## config.mk

```make
export PLATFORM = sky130hd
export DESIGN_NAME = display_scan_ctrl
export DESIGN_NICKNAME = d
export VERILOG_FILES = /design/src/rtl/display_scan_ctrl_pkg.sv /design/src/rtl/display_scan_ctrl_next_digit.sv /design/src/rtl/display_scan_ctrl.sv
export SDC_FILE = /design/constraint.sdc
export NUM_CORES = 1
export LEC_CHECK = 0
export ABC_AREA = 0
export CORE_AREA = 8 8 86 57
export CTS_CLUSTER_SIZE = 16
export DETAILED_ROUTE_END_ITERATION = 10
export DIE_AREA = 0 0 94 65
export HOLD_SLACK_MARGIN = 0.05
export PLACE_DENSITY = 0.8
export SLEW_MARGIN = 0
export SYNTH_ARGS = -nofsm -noshare
export SYNTH_HDL_FRONTEND = slang
export SYNTH_SLANG_ARGS = --single-unit
```

## constraint.sdc

```tcl
create_clock -name clk -period 3.6 [get_ports clk]
set_clock_uncertainty 0.1 [all_clocks]
set_input_delay 1.08 -clock clk [delete_from_list [all_inputs] [get_ports clk]]
set_output_delay 1.08 -clock clk [all_outputs]
set_load 0.01 [all_outputs]
```

## src/rtl/display_scan_ctrl_pkg.sv

```systemverilog
// Shared types and constants for the 4-digit display scan controller.
// Provides the FSM state encoding, digit select codes and the anode decode helper.
package scan_pkg;

    typedef enum logic [1:0] {
        IDLE  = 2'd0,
        BLANK = 2'd1,
        SHOW  = 2'd2
    } scan_state_e;

    localparam int          NUM_DIGITS = 4;
    localparam logic [3:0]  AN_OFF     = 4'hF;

    localparam logic [1:0]  COM = 2'b00;
    localparam logic [1:0]  A   = 2'b01;
    localparam logic [1:0]  B   = 2'b10;
    localparam logic [1:0]  C   = 2'b11;

    // Active-low one-hot anode pattern for a given digit select.
    function automatic logic [3:0] an_onehot(input logic [1:0] sel);
        logic [3:0] an;
        case (sel)
            COM:     an = 4'hE;
            A:       an = 4'hD;
            B:       an = 4'hB;
            default: an = 4'h7;
        endcase
        return an;
    endfunction

endpackage

```

## src/rtl/display_scan_ctrl_next_digit.sv

```systemverilog
// Rotating-priority search for the next enabled digit strictly after cur,
// wrapping 3 -> 0 and finally landing on cur itself if only that bit is set.
module scan_next_digit
    import scan_pkg::*;
(
    input  logic [1:0] cur,
    input  logic [3:0] mask,
    output logic [1:0] nxt,
    output logic       valid,
    output logic       wrap
);

    // Candidate gi sits gi+1 positions after cur; bit 2 of the sum marks a wrap past digit 3.
    logic [2:0] sum_w [NUM_DIGITS];
    logic [NUM_DIGITS-1:0] hit_w;

    genvar gi;
    generate
        for (gi = 0; gi < NUM_DIGITS; gi++) begin : g_cand
            assign sum_w[gi] = {1'b0, cur} + 3'(gi + 1);
            assign hit_w[gi] = mask[sum_w[gi][1:0]];
        end
    endgenerate

    always_comb begin
        nxt   = cur;
        valid = 1'b0;
        wrap  = 1'b0;
        // Walk from the farthest candidate inward so the nearest hit wins.
        for (int k = NUM_DIGITS - 1; k >= 0; k--) begin
            if (hit_w[k]) begin
                nxt   = sum_w[k][1:0];
                valid = 1'b1;
                wrap  = sum_w[k][2];
            end
        end
    end

endmodule

```

## src/rtl/display_scan_ctrl.sv

```systemverilog
// Time-multiplexing scheduler for a 4-digit display: each enabled digit gets a blank gap
// followed by a lit period, with a frame_done pulse whenever the scan wraps around.
module display_scan_ctrl
    import scan_pkg::*;
#(
    parameter int CLK_DIV   = 50000,
    parameter int BLANK_CYC = 2
) (
    input  logic       clk,
    input  logic       rst,
    input  logic       en,
    input  logic [3:0] digit_mask,
    output logic [1:0] sel,
    output logic [3:0] an,
    output logic       blank,
    output logic       frame_done
);

    localparam int CNT_MAX = (CLK_DIV > BLANK_CYC) ? CLK_DIV : BLANK_CYC;
    localparam int CNT_W   = (CNT_MAX > 1) ? $clog2(CNT_MAX) : 1;
    localparam logic [CNT_W-1:0] SHOW_LAST  = CNT_W'(CLK_DIV - 1);
    localparam logic [CNT_W-1:0] BLANK_LAST = CNT_W'(BLANK_CYC - 1);

    scan_state_e      state_q, state_d;
    logic [CNT_W-1:0] cnt_q, cnt_d;
    logic [1:0]       sel_q, sel_d;
    logic [3:0]       an_q, an_d;
    logic             blank_q, blank_d;
    logic             fd_q, fd_d;

    logic [1:0] search_cur;
    logic [1:0] nxt;
    logic       nxt_valid;
    logic       nxt_wrap;

    // Searching from digit 3 in IDLE yields the lowest enabled digit for a fresh start.
    assign search_cur = (state_q == IDLE) ? C : sel_q;

    scan_next_digit u_next (
        .cur   (search_cur),
        .mask  (digit_mask),
        .nxt   (nxt),
        .valid (nxt_valid),
        .wrap  (nxt_wrap)
    );

    always_comb begin
        state_d = state_q;
        cnt_d   = cnt_q;
        sel_d   = sel_q;
        fd_d    = 1'b0;
        if (!en) begin
            state_d = IDLE;
            cnt_d   = '0;
        end else begin
            case (state_q)
                IDLE: begin
                    if (nxt_valid) begin
                        sel_d   = nxt;
                        cnt_d   = '0;
                        state_d = BLANK;
                    end
                end
                BLANK: begin
                    if (cnt_q == BLANK_LAST) begin
                        state_d = SHOW;
                        cnt_d   = '0;
                    end else begin
                        cnt_d = cnt_q + CNT_W'(1);
                    end
                end
                SHOW: begin
                    if (cnt_q == SHOW_LAST) begin
                        cnt_d = '0;
                        if (nxt_valid) begin
                            sel_d   = nxt;
                            state_d = BLANK;
                            fd_d    = nxt_wrap;
                        end else begin
                            state_d = IDLE;
                        end
                    end else begin
                        cnt_d = cnt_q + CNT_W'(1);
                    end
                end
                default: begin
                    state_d = IDLE;
                    cnt_d   = '0;
                end
            endcase
        end
        an_d    = (state_d == SHOW) ? an_onehot(sel_d) : AN_OFF;
        blank_d = (state_d != SHOW);
    end

    always_ff @(posedge clk or posedge rst) begin
        if (rst) begin
            state_q <= IDLE;
            cnt_q   <= '0;
            sel_q   <= COM;
            an_q    <= AN_OFF;
            blank_q <= 1'b1;
            fd_q    <= 1'b0;
        end else begin
            state_q <= state_d;
            cnt_q   <= cnt_d;
            sel_q   <= sel_d;
            an_q    <= an_d;
            blank_q <= blank_d;
            fd_q    <= fd_d;
        end
    end

    assign sel        = sel_q;
    assign an         = an_q;
    assign blank      = blank_q;
    assign frame_done = fd_q;

endmodule

```

# Yosys cells after proc, flatten, opt, wreduce, memory -nomap -nowiden
# Index checks and enable logic that the tools add are counted.
# totals
reg_bits,26
in_bits,7
out_inout_bits,8
wordCells,68
# classes
add_sub_neg,5
magnitude_cmp,4
eq_ne,9
muxes,42
n_reduce_logical,2
# ops
operator,count
$mux W16,4
$pmux W16 S3,1
$mux W2,12
$mux W1,17
$add A16 B1 Y16 const B,1
$eq A16 B1 Y1 const B,1
$eq A16 B16 Y1 const B,1
$lt A2 B3 Y1 const B,4
$pmux W4 S3,1
$bmux W1 S2,4
$add A2 B2 Y3 const B,2
$eq A2 B2 Y1 const B,3
$pmux W2 S3,1
$eq A2 B1 Y1 const B,2
$logic_not A2 Y1,2
$mux W4,1
$pmux W2 S2,1
$add A2 B1 Y3 const B,1
$add A2 B3 Y3 const B,1
$ne A3 B3 Y1 const B,1
$ne A2 B2 Y1 const B,1

# Depth between registers and ports, before layout
# depth
ltp_word,16
depth_mapped,13
ltp_nobuf,11

# Cells and area by module
# From an unflattened synthesis, not the netlist that was laid out.
# unflattened
hier_cells,178
area_unflattened_um2,1714.1
# modules_own_cells
module,n_inst,cells_per_inst,area_each_um2,seq_area_each_um2
display_scan_ctrl,1,151,1460.2,656.9
scan_next_digit,1,27,254.0,0.0

# Least setup slack after synthesis
# No wires, ideal clock.
# synth_path
kind,register to register
from,register state_q[0]
to,"register an_q[0], in the netlist an[0]"
setup_time_ns,0.088
arrival_time_ns,2.915
required_ns,3.412
setup_slack_ns,0.497
path_stages_with_launch,13
n_path_buf,1
synth_period_minus_slack_ns,3.103
cell_sequence,dfrtp_1 inv_1 ha_1 clkbuf_1 or2_2 inv_1 ha_1 nor3_1 o21ai_0 a211oi_2 o2111a_2 nor3b_4 or3b_1
# synth_via
word_cells_on_any_way,40
classes_between,4 x add/sub; 5 x eq/ne; 29 x mux; 2 x reduce/logical
# synth_lines
element,line_no,rtl
start: declaration,display_scan_ctrl.sv:24,"scan_state_e state_q, state_d;"
start signal: assignment,display_scan_ctrl.sv:105,state_q <= state_d;
$logic_not A2 Y1,"display_scan_ctrl.sv:37, display_scan_ctrl.sv:56",
$mux W2,display_scan_ctrl.sv:37,assign search_cur = (state_q == IDLE) ? C : sel_q;
$add A2 B3 Y3,display_scan_ctrl_next_digit.sv:20,"assign sum_w[gi] = {1'b0, cur} + 3'(gi + 1);"
$bmux W1 S2,display_scan_ctrl_next_digit.sv:21,assign hit_w[gi] = mask[sum_w[gi][1:0]];
$mux W1 (implied by the code),display_scan_ctrl_next_digit.sv:21,
$mux W1 (4 in a row),display_scan_ctrl_next_digit.sv:31,if (hit_w[k]) begin
$mux W2,display_scan_ctrl.sv:58,if (nxt_valid) begin
$pmux W2 S3 (*),display_scan_ctrl.sv:56,case (state_q)
$mux W2 (*),display_scan_ctrl.sv:52,if (!en) begin
via state_d[1],display_scan_ctrl.sv:24,
$eq A2 B2 Y1 (*),display_scan_ctrl.sv:92,an_d = (state_d == SHOW) ? an_onehot(sel_d) : AN_OFF;
$mux W4 (*),display_scan_ctrl.sv:92,
via an_d[0],display_scan_ctrl.sv:27,"logic [3:0] an_q, an_d;"
end signal: assignment,display_scan_ctrl.sv:108,an_q <= an_d;
end: declaration,display_scan_ctrl.sv:27,
# The timed path passes the listed nets; every way through them passes the cells marked *. The select of a mux whose other input is x is not followed.
# A chain may end at the register's enable or synchronous reset.

# Worst setup path after layout
# Same ends and word-level chain as after synthesis.

==> metrics <==
CORE AREA=3573 um2; DRC Markers=0; Post-synth EDFFs=0; final worst slack=265.8 ps; Critical Path Source Type=register; Worst Setup Slack post-DPL=99.90 ps; Hold Path Class=reg -> reg; CP Capture Point=an[0]$_DFF_PP1_; Post-DP Area=1982 um2; Peak VDD IR=270.3 uV; Worst setup EP type=register; CP Data Required Time=3700 ps; DP Wirelength=2861 um; antenna violations before repair=0; vias in the first global route=between 1,000 and 1,500; worst skew pair latency=about 270 ps; Max FO, Critical Path=6; top_reg_cell synth=dfrtp_1; fraction of layout cells with a size suffix above 1=16.35%; number of diodes=0; fillers=~320; RSZ-0062 raised after global routing=no; worst r2r src=state_q[0]$_DFF_PP0_; most common cell after layout, fill and taps aside=dfrtp_1; Clock Root Buffer=clkbuf_8; reg2reg end=an[0]$_DFF_PP1_; fin area=2059 um2; P_leak=about 0.8 nW; Die W=94 um; Detailed Routing Iterations Pass 1=4; Routed WL per cell=14.44 um; Die Y=65 um; Final #Nets=between 200 and 250; Final Hold Fails=0; CTS tree=done; total wire length=approximately 3700 um; setup TNS=0 ps; routability cong.=0.8637; Final Slew Violations=0; first-pass GRT wire length=~6500 um; FF+latch area=around 660 um2; vias per std cell=5.627; remaining antenna violation count=0; Pwr per Cell Area=~440 nW/um2; fmax=between 0.2 and 0.3 GHz; full die area=a little over 6000 um2; num rows=17; ys async rst share=100.0%; Via Count=1,435; Synth Area per Inst=9.381 um2; Crit Path Class=reg -> reg; worst rel slew slack=45.34%; GRT Util Overall=13.09%; post-route core utilization=57.63%; Cells after Synth=187; I/O pin count=15; largest net degree at the start of global routing=27; Reg clk slew, reported paths=80 ps; hold slack final=~470 ps; Mapped Area=~1800 um2; syn nets=202; Yosys reg bits=26; worst hold stages=1; final setup fails=0; H-tree lvl count=1; Netlist cell types=50; FF-to-FF path depth=11; period utilization=between 90% and 100%; status=finished clean; Initial Util=slightly below 50%; CP startpoint=state_q[0]$_DFF_PP0_; Starting DRT DRC Count=around 150; Layout area overhead=17.40%; Max-Cap Viols=0; sequential-to-total area share from yosys stat=37.45%; Num Clock Sinks=26; critical path data arrival time=3430 ps; min cycle time layout=3334 ps; slew at the pin closest to its max-slew limit=approximately 820 ps; multi-input logic area=1005 um2; Synthesis Warnings=0; Buffers on Ports=14; CTS Buffer Depth=2; commonest cells after routing, fill and taps aside=21 x dfrtp_1, 18 x nor2_1, 17 x inv_1; CTS Buf Count=3; R2R Setup Slk=approximately 270 ps; gr ovfl total=0
==> how the worst min path moves through the flow <==
stage,slack (ps),startpoint,end
finish,470,cnt_q[0]$_DFFE_PP0P_,cnt_q[0]$_DFFE_PP0P_
global route,510,cnt_q[11]$_DFFE_PP0P_,cnt_q[11]$_DFFE_PP0P_
CTS,470,cnt_q[0]$_DFFE_PP0P_,cnt_q[0]$_DFFE_PP0P_
detailed placement,460,cnt_q[0]$_DFFE_PP0P_,cnt_q[0]$_DFFE_PP0P_
global placement,440,cnt_q[1]$_DFFE_PP0P_,cnt_q[1]$_DFFE_PP0P_
floorplan,390,cnt_q[1]$_DFFE_PP0P_,cnt_q[1]$_DFFE_PP0P_
==> sequential cells by signal, indices dropped and copies added (netlist names) <==
| register | cells |
|---|---|
| blank | 1 |
| frame_done | 1 |
| state_q | 2 |
| sel | 2 |
| cnt_q | 16 |
| an | 4 |
==> report_power, final <==
group	internal, mW	switching (mW)	leakage, nW
combinational	0.158	0.199	0.418
clock	0.149	0.0882	0.0357
sequential	0.306	0.0140	0.341
==> routing by layer <==
layer	vias up	GRT usage, %	routed length [um]
met5	-	0	0
met4	0	2.358	33
met1	676	19.75	1925
li1	708	-	-
met2	45	17.74	1463
met3	6	3.793	258
==> per-stage QoR <==
step / total power [mW] / std cells
CTS: 0.9133 / 255
global placement: 0.6677 / 251
global route: 0.9754 / 255
floorplan: 0.5661 / 187
finish: 0.9143 / 255
detailed placement: 0.6725 / 251
==> what timing repair did <==
action	in CTS	in global routing
resized for setup	0	2
hold endpoints to repair	0	0
buffers inserted	0	0
setup endpoints to repair	0	1
hold buffers	0	0
==> logic make-up (layout without fill, tap and decap cells) <==
| family | count (synthesis) | in the layout | synth area share (%) |
|---|---|---|---|
| compound gates | 37 | 37 | 15.91 |
| xor+xnor | 12 | 12 | 5.991 |
| buf+inv | 23 | 44 | 5.635 |
| simple gates | 76 | 76 | 24.32 |
| mux | 5 | 5 | 4.993 |
| flops | 26 | 26 | 37.45 |
| fa+ha+maj | 8 | 8 | 5.706 |
==> worst max-delay path, cell delays in order (launching register included) <==
cell and delay, ps:
dfrtp_1 410, inv_1 140, ha_1 300, or2_4 220
clkinv_1 90, ha_1 380, nor3_1 190, o21ai_0 280
a211oi_2 350, o2111a_2 270, nor3b_4 180, or3b_1 360
==> cell usage after synthesis, types with 2 or more instances <==
cell | count | share of area, %
nor4b_1 | 3 | 1.5
dfrtp_1 | 21 | 30
nor3_1 | 9 | 2.6
nor4_1 | 4 | 1.4
nand2_1 | 14 | 3.0
nand2b_1 | 3 | 1.1
nor2_1 | 18 | 3.9
o31ai_1 | 4 | 1.7
a211oi_1 | 2 | 0.86
o21ai_0 | 11 | 3.1
o2bb2ai_1 | 2 | 1.0
dfstp_2 | 5 | 7.5
inv_1 | 17 | 3.6
nand3_1 | 4 | 1.1
a21oi_1 | 5 | 1.4
nand3b_1 | 2 | 0.86
a211oi_2 | 2 | 1.4
nand4_1 | 4 | 1.4
xnor2_1 | 12 | 6.0
clkbuf_1 | 2 | 0.43
nor3b_1 | 3 | 1.3
or2_2 | 2 | 0.71
mux2i_1 | 2 | 1.1
ha_1 | 8 | 5.7
mux4_2 | 3 | 3.9
==> layout make-up <==
type | instances | share of cell area, %
Multi-Input combinational cell | 138 | 48.78
Sequential cell | 26 | 31.90
Timing Repair Buffer | 22 | 9.721
Inverter | 18 | 3.281
Tap cell | 47 | 2.855
Clock buffer | 3 | 2.005
Clock inverter | 1 | 1.458
Power figures use the tool's default switching activity.
